$ cat src/rtl/gemm_pkg.sv
`default_nettype none
// +--------------------------------------------------------------------------+
// | Package     : gemm_pkg                                                   |
// | Description : Shared definitions for the GEMM tile scheduler and the     |
// |               systolic array datapath: 3-bit FSM state encodings and     |
// |               the counter/tile width helpers.                            |
// | Revision    : 1.0 - initial release                                      |
// +--------------------------------------------------------------------------+
package gemm_pkg;

  localparam logic [2:0] S_IDLE  = 3'd0;
  localparam logic [2:0] S_LOAD  = 3'd1;
  localparam logic [2:0] S_FEED  = 3'd2;
  localparam logic [2:0] S_DRAIN = 3'd3;
  localparam logic [2:0] S_DONE  = 3'd4;

  typedef enum logic [2:0] {
    IDLE  = S_IDLE,
    LOAD  = S_LOAD,
    FEED  = S_FEED,
    DRAIN = S_DRAIN,
    DONE  = S_DONE
  } state_e;

  // Phase counter width: wide enough for the longest phase terminal index,
  // which is either the feed depth or the drain skew (2*N-1 cycles).
  function automatic int cnt_width(input int array_n, input int k_depth);
    int span;
    span = (k_depth > 2*array_n-1) ? k_depth : 2*array_n-1;
    return (span > 1) ? $clog2(span) : 1;
  endfunction

  // Tile index width, never narrower than one bit.
  function automatic int tile_width(input int tile_num);
    return (tile_num > 1) ? $clog2(tile_num) : 1;
  endfunction

endpackage
`default_nettype wire

$ cat src/rtl/gemm_phase_cnt.sv
`default_nettype none
// +--------------------------------------------------------------------------+
// | Module      : gemm_phase_cnt                                             |
// | Description : In-phase cycle counter. Counts up while enabled, saturates |
// |               at the supplied terminal value and clears on request.      |
// | Revision    : 1.0 - initial release                                      |
// | Ports       : clk, rst_n  - clock, async active-low reset                |
// |               en_i        - advance the count this cycle                 |
// |               clr_i       - return to zero (has priority over en_i)      |
// |               term_i      - terminal value of the current phase          |
// |               cnt_o       - current count                                |
// |               tc_o        - count equals terminal value                  |
// +--------------------------------------------------------------------------+
module gemm_phase_cnt
  import gemm_pkg::*;
#(
  parameter int CW = 3
) (
  input  logic          clk,
  input  logic          rst_n,
  input  logic          en_i,
  input  logic          clr_i,
  input  logic [CW-1:0] term_i,
  output logic [CW-1:0] cnt_o,
  output logic          tc_o
);

  logic [CW-1:0] cnt_q;
  logic [CW-1:0] cnt_d;

  assign tc_o  = (cnt_q == term_i);
  assign cnt_o = cnt_q;

  // Holding at the terminal value guarantees the counter never wraps even
  // if the owner is late to clear it.
  always_comb begin
    cnt_d = cnt_q;
    if (clr_i) begin
      cnt_d = '0;
    end else if (en_i && !tc_o) begin
      cnt_d = cnt_q + 1'b1;
    end
  end

  always_ff @(posedge clk or negedge rst_n) begin
    if (!rst_n) begin
      cnt_q <= '0;
    end else begin
      cnt_q <= cnt_d;
    end
  end

endmodule
`default_nettype wire

$ cat src/rtl/gemm_tile_sched.sv
`default_nettype none
// +--------------------------------------------------------------------------+
// | Module      : gemm_tile_sched                                            |
// | Description : Tile scheduler for an ARRAY_N x ARRAY_N systolic GEMM      |
// |               array. Per tile: LOAD weights (ARRAY_N cycles), FEED       |
// |               operands (K_DEPTH cycles), DRAIN results (2*ARRAY_N-1).    |
// |               After TILE_NUM tiles a one-cycle DONE pulse is emitted.    |
// | Revision    : 1.0 - initial release                                      |
// | Ports       : clk, rst_n  - clock, async active-low reset                |
// |               start_i     - job request, sampled only in IDLE            |
// |               stall_i     - operand buffer not ready (LOAD/FEED only)    |
// |               w_load_o    - weight-load strobe                           |
// |               feed_o      - operand-feed strobe                          |
// |               drain_o     - result-drain window                          |
// |               cnt_o       - in-phase cycle index / buffer address        |
// |               tile_o      - current tile index                           |
// |               busy_o      - not IDLE                                     |
// |               done_o      - one-cycle job-complete pulse                 |
// +--------------------------------------------------------------------------+
module gemm_tile_sched
  import gemm_pkg::*;
#(
  parameter int ARRAY_N  = 4,
  parameter int K_DEPTH  = 8,
  parameter int TILE_NUM = 2
) (
  input  logic                                     clk,
  input  logic                                     rst_n,
  input  logic                                     start_i,
  input  logic                                     stall_i,
  output logic                                     w_load_o,
  output logic                                     feed_o,
  output logic                                     drain_o,
  output logic [cnt_width(ARRAY_N, K_DEPTH)-1:0]   cnt_o,
  output logic [tile_width(TILE_NUM)-1:0]          tile_o,
  output logic                                     busy_o,
  output logic                                     done_o
);

  localparam int CW = cnt_width(ARRAY_N, K_DEPTH);
  localparam int TW = tile_width(TILE_NUM);

  localparam logic [CW-1:0] LOAD_TERM  = CW'(ARRAY_N - 1);
  localparam logic [CW-1:0] FEED_TERM  = CW'(K_DEPTH - 1);
  localparam logic [CW-1:0] DRAIN_TERM = CW'(2*ARRAY_N - 2);
  localparam logic [TW-1:0] LAST_TILE  = TW'(TILE_NUM - 1);

  state_e        state_q, state_d;
  logic [TW-1:0] tile_q, tile_d;
  logic [CW-1:0] term;
  logic [CW-1:0] cnt;
  logic          advance;
  logic          cnt_clr;
  logic          tc;

  gemm_phase_cnt #(
    .CW (CW)
  ) u_phase_cnt (
    .clk    (clk),
    .rst_n  (rst_n),
    .en_i   (advance),
    .clr_i  (cnt_clr),
    .term_i (term),
    .cnt_o  (cnt),
    .tc_o   (tc)
  );

  // Next-state, tile counter and counter controls. start_i only matters in
  // IDLE; stall_i only matters in LOAD and FEED.
  always_comb begin
    state_d = state_q;
    tile_d  = tile_q;
    term    = '0;
    advance = 1'b0;
    cnt_clr = 1'b0;
    case (state_q)
      IDLE: begin
        cnt_clr = 1'b1;
        tile_d  = '0;
        if (start_i) state_d = LOAD;
      end
      LOAD: begin
        term    = LOAD_TERM;
        advance = !stall_i;
        if (advance && tc) begin
          cnt_clr = 1'b1;
          state_d = FEED;
        end
      end
      FEED: begin
        term    = FEED_TERM;
        advance = !stall_i;
        if (advance && tc) begin
          cnt_clr = 1'b1;
          state_d = DRAIN;
        end
      end
      DRAIN: begin
        term    = DRAIN_TERM;
        advance = 1'b1;
        if (tc) begin
          cnt_clr = 1'b1;
          if (tile_q == LAST_TILE) begin
            // Tile index already reads zero during the DONE pulse.
            tile_d  = '0;
            state_d = DONE;
          end else begin
            tile_d  = tile_q + 1'b1;
            state_d = LOAD;
          end
        end
      end
      DONE: begin
        cnt_clr = 1'b1;
        tile_d  = '0;
        state_d = IDLE;
      end
      default: begin
        cnt_clr = 1'b1;
        tile_d  = '0;
        state_d = IDLE;
      end
    endcase
  end

  always_ff @(posedge clk or negedge rst_n) begin
    if (!rst_n) begin
      state_q <= IDLE;
      tile_q  <= '0;
    end else begin
      state_q <= state_d;
      tile_q  <= tile_d;
    end
  end

  // Outputs decode registered state only; stall_i gates the two strobes.
  assign w_load_o = (state_q == LOAD) && !stall_i;
  assign feed_o   = (state_q == FEED) && !stall_i;
  assign drain_o  = (state_q == DRAIN);
  assign busy_o   = (state_q != IDLE);
  assign done_o   = (state_q == DONE);
  assign cnt_o    = cnt;
  assign tile_o   = tile_q;

endmodule
`default_nettype wire

$ cat config.mk
export PLATFORM = sky130hd
export DESIGN_NAME = gemm_tile_sched
export DESIGN_NICKNAME = d
export VERILOG_FILES = /design/src/rtl/gemm_pkg.sv /design/src/rtl/gemm_phase_cnt.sv /design/src/rtl/gemm_tile_sched.sv
export SDC_FILE = /design/constraint.sdc
export NUM_CORES = 1
export LEC_CHECK = 0
export ABC_CLOCK_PERIOD_IN_PS = 2500
export BUFFER_PORTS_ARGS = -buffer_cell sky130_fd_sc_hd__buf_2
export CAP_MARGIN = 10
export CORE_MARGIN = 2
export CORE_UTILIZATION = 46
export DETAILED_ROUTE_END_ITERATION = 10
export PLACE_DENSITY = 0.69
export SYNTH_ARGS = -nofsm -noshare
export SYNTH_HDL_FRONTEND = slang
export SYNTH_HIERARCHICAL = 1
export SYNTH_SLANG_ARGS = --single-unit
$ cat constraint.sdc
create_clock -name clk -period 2.5 [get_ports clk]
set_input_delay 0.25 -clock clk [delete_from_list [all_inputs] [get_ports clk]]
set_output_delay 0.25 -clock clk [all_outputs]
set_load 0.005 [all_outputs]
==> impl_metrics.csv, run 1 <==
group,metric,value,unit
cells_and_area,layout_cell_share_with_drive_strength_beyond_1,0.333,
synthesis,synth_flop_cell,"dfrtp_1",
floorplan,floorplan.die.height,40.2,um
synthesis,async_flop_share,1.00,
floorplan,row_count,13,
routing,initialDrtViolationCount,13,
floorplan,initial_utilization,0.475,
setup_path,cp-start-kind,"register",
floorplan,die_area,0.00162,mm2
timing,number_of_setup_violations_in_the_final_report,0,
setup_path,critical_path.cell_chain,"nor2_1 > nor2_1 > xnor2_1 > and3_2 > inv_1 > o21ai_0 > nor2b_2 > and4_1 > or3_1",
setup_path,cell_occurring_most_often_along_the_worst_timing_path,"nor2_1",
setup_path,critical_path.top_delay_family,"simple AND/OR/NAND/NOR gates",
hold_path,worstHoldPathType,"input port to asynchronous set/reset pin",
floorplan,die_x,40.2,um
setup_path,cp_data_arrival_time,2.46,ns
setup_path,slowest_stage_cell_cp,"dfrtp_1",
grt,grt_first_pass_wirelength,2030,um
synthesis,synth_area_leaders,"dfrtp_1, xnor2_2, a21oi_1",
routing,drt_pre_antenna_iters,3,
synthesis,post_syn_nets,74,
cells_and_area,post_layout_nonfiller_instances,105,
power,power_density,1340,mW/mm2
clocking,ctsHtreeMaxLevel,1,
setup_path,timing.reg2reg.worst_path_depth,9,
timing,final.setup_skew,0.00888,ns
power,clock_power_share,0.103,
routing,routed-via-count,554,
timing,max_slew.worst_pin.slew,0.417,ns
outcome,status,"finished, final reports clean",
place,place.detailed.instances,100,
floorplan,coreArea,0.00127,mm2
grt,first_global_vias,468,
power,switchingPower,0.000439,W
timing,setup-tns-final,0,ns
timing,achievable-frequency,0.430,GHz
clocking,cts-resized-gates,0,
routing,via_per_inst,5.28,
power,netSwitchingFraction,0.435,
power,pwr-share-comb,0.697,
place,port_buffers,12,
routing,wl_per_cell,12.4,um
grt,overflow,0,
routing,drt_drc_violations_left,0,
place,globalplace.congestion,0.801,
cells_and_area,nFillCells,127,
synthesis,synth_area,603,um2
clocking,maximum_buffer_depth_of_the_clock_tree,2,
timing,final_period_minus_worst_setup_slack,2.32,ns
synthesis,post-synth-top-area-cell,"dfrtp_1",
power,power.sequential.fraction,0.200,
cells_and_area,finish.net_count,96,
synthesis,post_synth_num_cell_types,35,
setup_path,worstSetupEndpointType,"register",
grt,grt_max_degree,14,
setup_path,worst-path-max-fanout,5,
timing,timing.max_slew.rel_slack,0.719,
floorplan,design.portCount,13,
synthesis,yosysTopAreaCellShare,0.290,
clocking,clk-insertion-delay-late,0.26,ns
synthesis,synth_enable_flop_cells,0,
clocking,cts_tree,"built",
setup_path,worstSetupPathDepth,9,
synthesis,synth_seq_cells,7,
synthesis,syn_area_per_cell,8.74,um2
cells_and_area,antennaDiodeCount,0,
clocking,cts-buffers-inserted,3,
synthesis,seq_area_frac_synth,0.290,
routing,ant_nets,0,
power,leakage_power,0.368,nW
routing,wirelength,1300,um
grt,grtUsageTotal,0.197,
setup_path,cp_num_buf_inv,1,
timing,ratio_of_final_minimum_period_to_clock_period,0.930,
timing,grt_setup_unrepaired,"false",
place,detail_placement_hpwl,983,um
timing,final-max-slew-violation-count,0,
timing,worst_hold_slack,0.353,ns
clocking,clock_sink_count,7,
clocking,cts.reportedPaths.clkPinSlew,0.06,ns
grt,antenna_violations_before_repair,0,
synthesis,synthCells,69,
timing,timing.final.hold_violations,0,
setup_path,critical_path_required,2.64,ns
setup_path,slowest_delay,0.40,ns
power,ir_drop,0.000540,V
clocking,clk_root_buffer_cell,"clkbuf_4",
synthesis,ys.warnings.count,6,
flow_run,drv.max_cap_violation_count,0,
cells_and_area,layout-area-overhead-vs-synth,24.9,%
setup_path,class_of_the_most_critical_setup_path,"register to register",
power,cellInternalPower,0.000570,W
-- registers in the layout (all words and copies together), names as in the netlist --
signal and count:
tile_o 1, u_phase_cnt/cnt_o 3, state_q 3
-- kinds of logic after synthesis --
group / synth area share
fa+ha+maj: 0.0207
buf+inv: 0.0477
simple gates: 0.355
compound gates: 0.168
flops: 0.290
xor+xnor: 0.0830
mux: 0.0353
-- layout make-up --
| cell class | count | area, um2 | share of cell area |
|---|---|---|---|
| timing repair buffer | 20 | 123 | 0.163 |
| sequential | 7 | 175 | 0.233 |
| clock buffer | 4 | 26.3 | 0.0349 |
| inverter | 3 | 11.3 | 0.0150 |
| multi-input combinational | 56 | 399 | 0.530 |
| tap | 15 | 18.8 | 0.0249 |
-- power groups by stage --
| stage | clock network, W | logic (W) | registers, W |
|---|---|---|---|
| floorplan | 0 | 0.000470 | 0.000197 |
| global placement | 0 | 0.000680 | 0.000202 |
| detailed placement | 0 | 0.000694 | 0.000203 |
| CTS | 0.000109 | 0.000699 | 0.000201 |
| global route | 0.000114 | 0.000779 | 0.000209 |
| finish | 0.000104 | 0.000703 | 0.000202 |
-- path summary, 6_finish.rpt --
| kind | from | end | slack [ns] |
|---|---|---|---|
| max reg2reg | state_q[1] | u_phase_cnt/cnt_o[0] | 0.18 |
| max in group asynchronous | rst_n | tile_o | 1.98 |
| min reg2reg | tile_o | state_q[2] | 0.57 |
| min | rst_n | state_q[2] | 0.35 |
| min in group clk | stall_i | state_q[2] | 0.45 |
| max | state_q[1] | u_phase_cnt/cnt_o[0] | 0.18 |
-- layer usage --
layer  vias up  part of all wire  GRT usage
met5         -                 0          0
met4         0            0.0077     0.0750
met3         2             0.036     0.0833
met2         9              0.46      0.294
met1       255              0.50      0.251
li1        288                 -          -
-- what timing repair did --
item | 4_1_cts | 5_1_grt
endpoints found under the hold margin | 7 | 0
buffers inserted | 0 | 0
hold buffers | 1 | 0
-- cells in the final DEF (no fill, tap or decap), types with 2 or more instances in the layout --
cell and n:
nor2b_1 2, nand3_1 3, dfrtp_1 7, and3b_1 2, and3_1 2, clkbuf_4 3
xnor2_2 2, inv_1 3, xnor2_1 2, or3_1 2, and2_1 3, buf_4 7
nor3b_1 3, nor2_1 6, nand2_1 4, and4_1 2, buf_2 12, a21oi_1 5
-- cell usage after synthesis (2+ instances only) --
| cell | number |
|---|---|
| and4_1 | 2 |
| nor2_1 | 6 |
| dfrtp_1 | 7 |
| xnor2_1 | 2 |
| nor2b_1 | 2 |
| nand2_1 | 4 |
| and3_1 | 2 |
| a21oi_1 | 5 |
| or3_1 | 2 |
| buf_2 | 2 |
| inv_1 | 3 |
| nand3_1 | 3 |
| and3b_1 | 2 |
| and2_1 | 3 |
| nor3b_1 | 3 |
| xnor2_2 | 2 |
-- per-stage QoR --
step	total power [W]	instance area (um2)	worst slack, ns	utilization
final	0.00101	753	0.175	0.594
after global routing	0.00110	753	0.0132	0.594
after CTS	0.00101	753	0.198	0.594
after detailed placement	0.000898	717	0.217	0.565
after global placement	0.000882	717	0.245	0.565
after floorplan	0.000666	603	0.140	-
Power figures use the tool's default switching activity.
==> run 2: changes to the inputs <==
--- a/config.mk
+++ b/config.mk
@@ -5,12 +5,13 @@
 export SDC_FILE = /design/constraint.sdc
 export NUM_CORES = 1
 export LEC_CHECK = 0
-export ABC_CLOCK_PERIOD_IN_PS = 2500
+export ABC_CLOCK_PERIOD_IN_PS = 1900
 export BUFFER_PORTS_ARGS = -buffer_cell sky130_fd_sc_hd__buf_2
 export CAP_MARGIN = 10
 export CORE_MARGIN = 2
 export CORE_UTILIZATION = 46
 export DETAILED_ROUTE_END_ITERATION = 10
+export GPL_TIMING_DRIVEN = 0
 export PLACE_DENSITY = 0.69
 export SYNTH_ARGS = -nofsm -noshare
 export SYNTH_HDL_FRONTEND = slang
==> constraint.sdc (replaced) <==
create_clock -name clk -period 1.9 [get_ports clk]
set_input_delay 0.19 -clock clk [delete_from_list [all_inputs] [get_ports clk]]
set_output_delay 0.19 -clock clk [all_outputs]
set_load 0.005 [all_outputs]
==> impl_metrics.csv, run 2 (synthesized netlist as in run 1, its figures left out) <==
group,metric,value,unit
grt,grt_use_met3,0.0500,
floorplan,row_count,13,
setup_path,regToRegSetupSlack,-0.19,ns
timing,worst_hold_slack,0.308,ns
setup_path,slowest_delay,0.39,ns
routing,routed-via-count,623,
timing,final.setup_skew,0.00105,ns
clocking,cts.reportedPaths.clkPinSlew,0.05,ns
clocking,cts-buffers-inserted,3,
routing,drt_drc_violations_left,0,
cells_and_area,layout-area-overhead-vs-synth,55.4,%
place,detail_placement_hpwl,925,um
setup_path,cp_num_buf_inv,2,
floorplan,floorplan.die.height,40.2,um
grt,first_global_vias,503,
place,pre_cts_slack,-0.423,ns
setup_path,critical_path_required,2.01,ns
clocking,cts_tree,"built",
floorplan,die_x,40.2,um
cells_and_area,mostFrequentLayoutCell,"buf_4",
grt,grtUsageTotal,0.218,
outcome,status,"finished, violations left",
timing,final_period_minus_worst_setup_slack,2.09,ns
place,port_buffers,12,
setup_path,cp_data_arrival_time,2.20,ns
routing,ant_nets,0,
flow_run,drv.max_cap_violation_count,0,
setup_path,worst-path-max-fanout,5,
setup_path,cell_occurring_most_often_along_the_worst_timing_path,"xnor2_2",
setup_path,class_of_the_most_critical_setup_path,"register to register",
clocking,ctsHtreeMaxLevel,1,
timing,ratio_of_final_minimum_period_to_clock_period,1.10,
timing,achievable-frequency,0.479,GHz
hold_path,worstHoldPathType,"input port to asynchronous set/reset pin",
cells_and_area,layout.cells.most_common_list,"buf_4, buf_2, dfrtp_1, a21oi_1, nand2_1",
floorplan,design.portCount,13,
power,power_density,1960,mW/mm2
clocking,clock_sink_count,7,
grt,grt_util_met2,0.294,
routing,wirelength,1530,um
timing,max_slew.worst_pin.slew,0.350,ns
cells_and_area,finish.net_count,106,
outcome,violations,"setup timing",
setup_path,critical_path.cell_chain,"buf_6 > xnor2_2 > nor2_2 > xnor2_2 > and3_4 > inv_2 > o21ai_4 > or3b_4 > a21oi_2 > or3_4",
clocking,clk-insertion-delay-late,0.24,ns
cells_and_area,antennaDiodeCount,0,
power,leakage_power,0.449,nW
timing,final-max-slew-violation-count,0,
cells_and_area,layout_cell_share_with_drive_strength_beyond_1,0.530,
setup_path,critical_path.top_delay_family,"simple AND/OR/NAND/NOR gates",
grt,grt_first_pass_wirelength,2280,um
timing,final.setup.worst_slack,-0.188,ns
power,total_power,0.00184,W
grt,top_usage_layer,"met1",
routing,initialDrtViolationCount,9,
grt,overflow,0,
setup_path,worst_r2r_startpoint,"state_q[1]",
timing,grt_setup_unrepaired,"true",
setup_path,setup.worst_path.start,"state_q[1]",
clocking,clk_root_buffer_cell,"clkbuf_4",
floorplan,initial_utilization,0.475,
power,ir_drop,0.000968,V
timing,timing.final.hold_violations,0,
place,globalplace.congestion,0.769,
floorplan,coreArea,0.00127,mm2
grt,grt_max_degree,11,
floorplan,die_area,0.00162,mm2
clocking,maximum_buffer_depth_of_the_clock_tree,2,
grt,antenna_violations_before_repair,0,
cells_and_area,final_core_util,0.739,
setup_path,slowest_stage_cell_cp,"dfrtp_1",
setup_path,worstSetupEndpointType,"register",
grt,met1_usage,0.306,
routing,drt_pre_antenna_iters,4,
setup_path,cp-start-kind,"register",
routing,wl_per_cell,13.3,um
timing,timing.max_slew.rel_slack,0.765,
routing,via_per_inst,5.42,
timing,number_of_setup_violations_in_the_final_report,3,
[run 2: changes by cell type in the layout (fill, tap and decap cells not counted), moves of 2 or more]
cell     before  now
buf_4         7   14
nor2_1        6    2
buf_6         0    3
nor2_2        0    2
nor2_4        0    2
xnor2_1       2    0
[run 2: what timing repair did]
| item | CTS | global route |
|---|---|---|
| hold endpoints to repair | 7 | 0 |
| gates cloned | 0 | 0 |
| pin swaps | 10 | 7 |
| setup buffers | 11 | 3 |
| hold buffers | 1 | 0 |
| gates resized for setup | 8 | 3 |
| endpoints found under the setup margin | 3 | 5 |
[run 2: where the power goes]
group	total [W]	internal (W)	leakage [nW]	switching, W
clock	0.000124	0.0000795	0.0150	0.0000450
combinational	0.00144	0.000799	0.343	0.000646
sequential	0.000268	0.000202	0.0913	0.0000664
[run 2: per-stage QoR]
stage               TNS [ns]  cells  instance area [um2]
floorplan             -0.381     69                  667
global placement      -0.813     96                  746
detailed placement    -0.894     96                  746
CTS                   -0.304    112                  903
global route          -0.626    115                  937
finish                -0.355    115                  937
[run 2: final timing paths]
path,to,cells past startpoint
worst max-delay path,u_phase_cnt/cnt_o[0],10
worst min-delay path,u_phase_cnt/cnt_o[0],2
worst max register to register,u_phase_cnt/cnt_o[0],10
worst min register to register,state_q[2],2
max in group asynchronous,state_q[0],2
min in group clk,state_q[0],4
[run 2: per-layer routing]
metal,share of wire,vias to the layer above
met2,0.48,16
met1,0.47,294
met5,0,-
li1,-,311
met4,0.0091,0
met3,0.034,2
[run 2: layout make-up]
cell class,instances,area [um2]
well taps,15,18.8
repair buffers,27,175
multi-input cells,56,497
clock buffers,4,26.3
plain buffers,3,33.8
flip-flops and latches,7,175
inverters,3,11.3
fillers,90,332
[run 2: worst reg2reg max path, cell delays in order, from the launching register on]
cell	delay (ns)
dfrtp_1	0.39
buf_6	0.14
xnor2_2	0.17
nor2_2	0.07
xnor2_2	0.20
and3_4	0.23
inv_2	0.04
o21ai_4	0.15
or3b_4	0.16
a21oi_2	0.03
or3_4	0.39
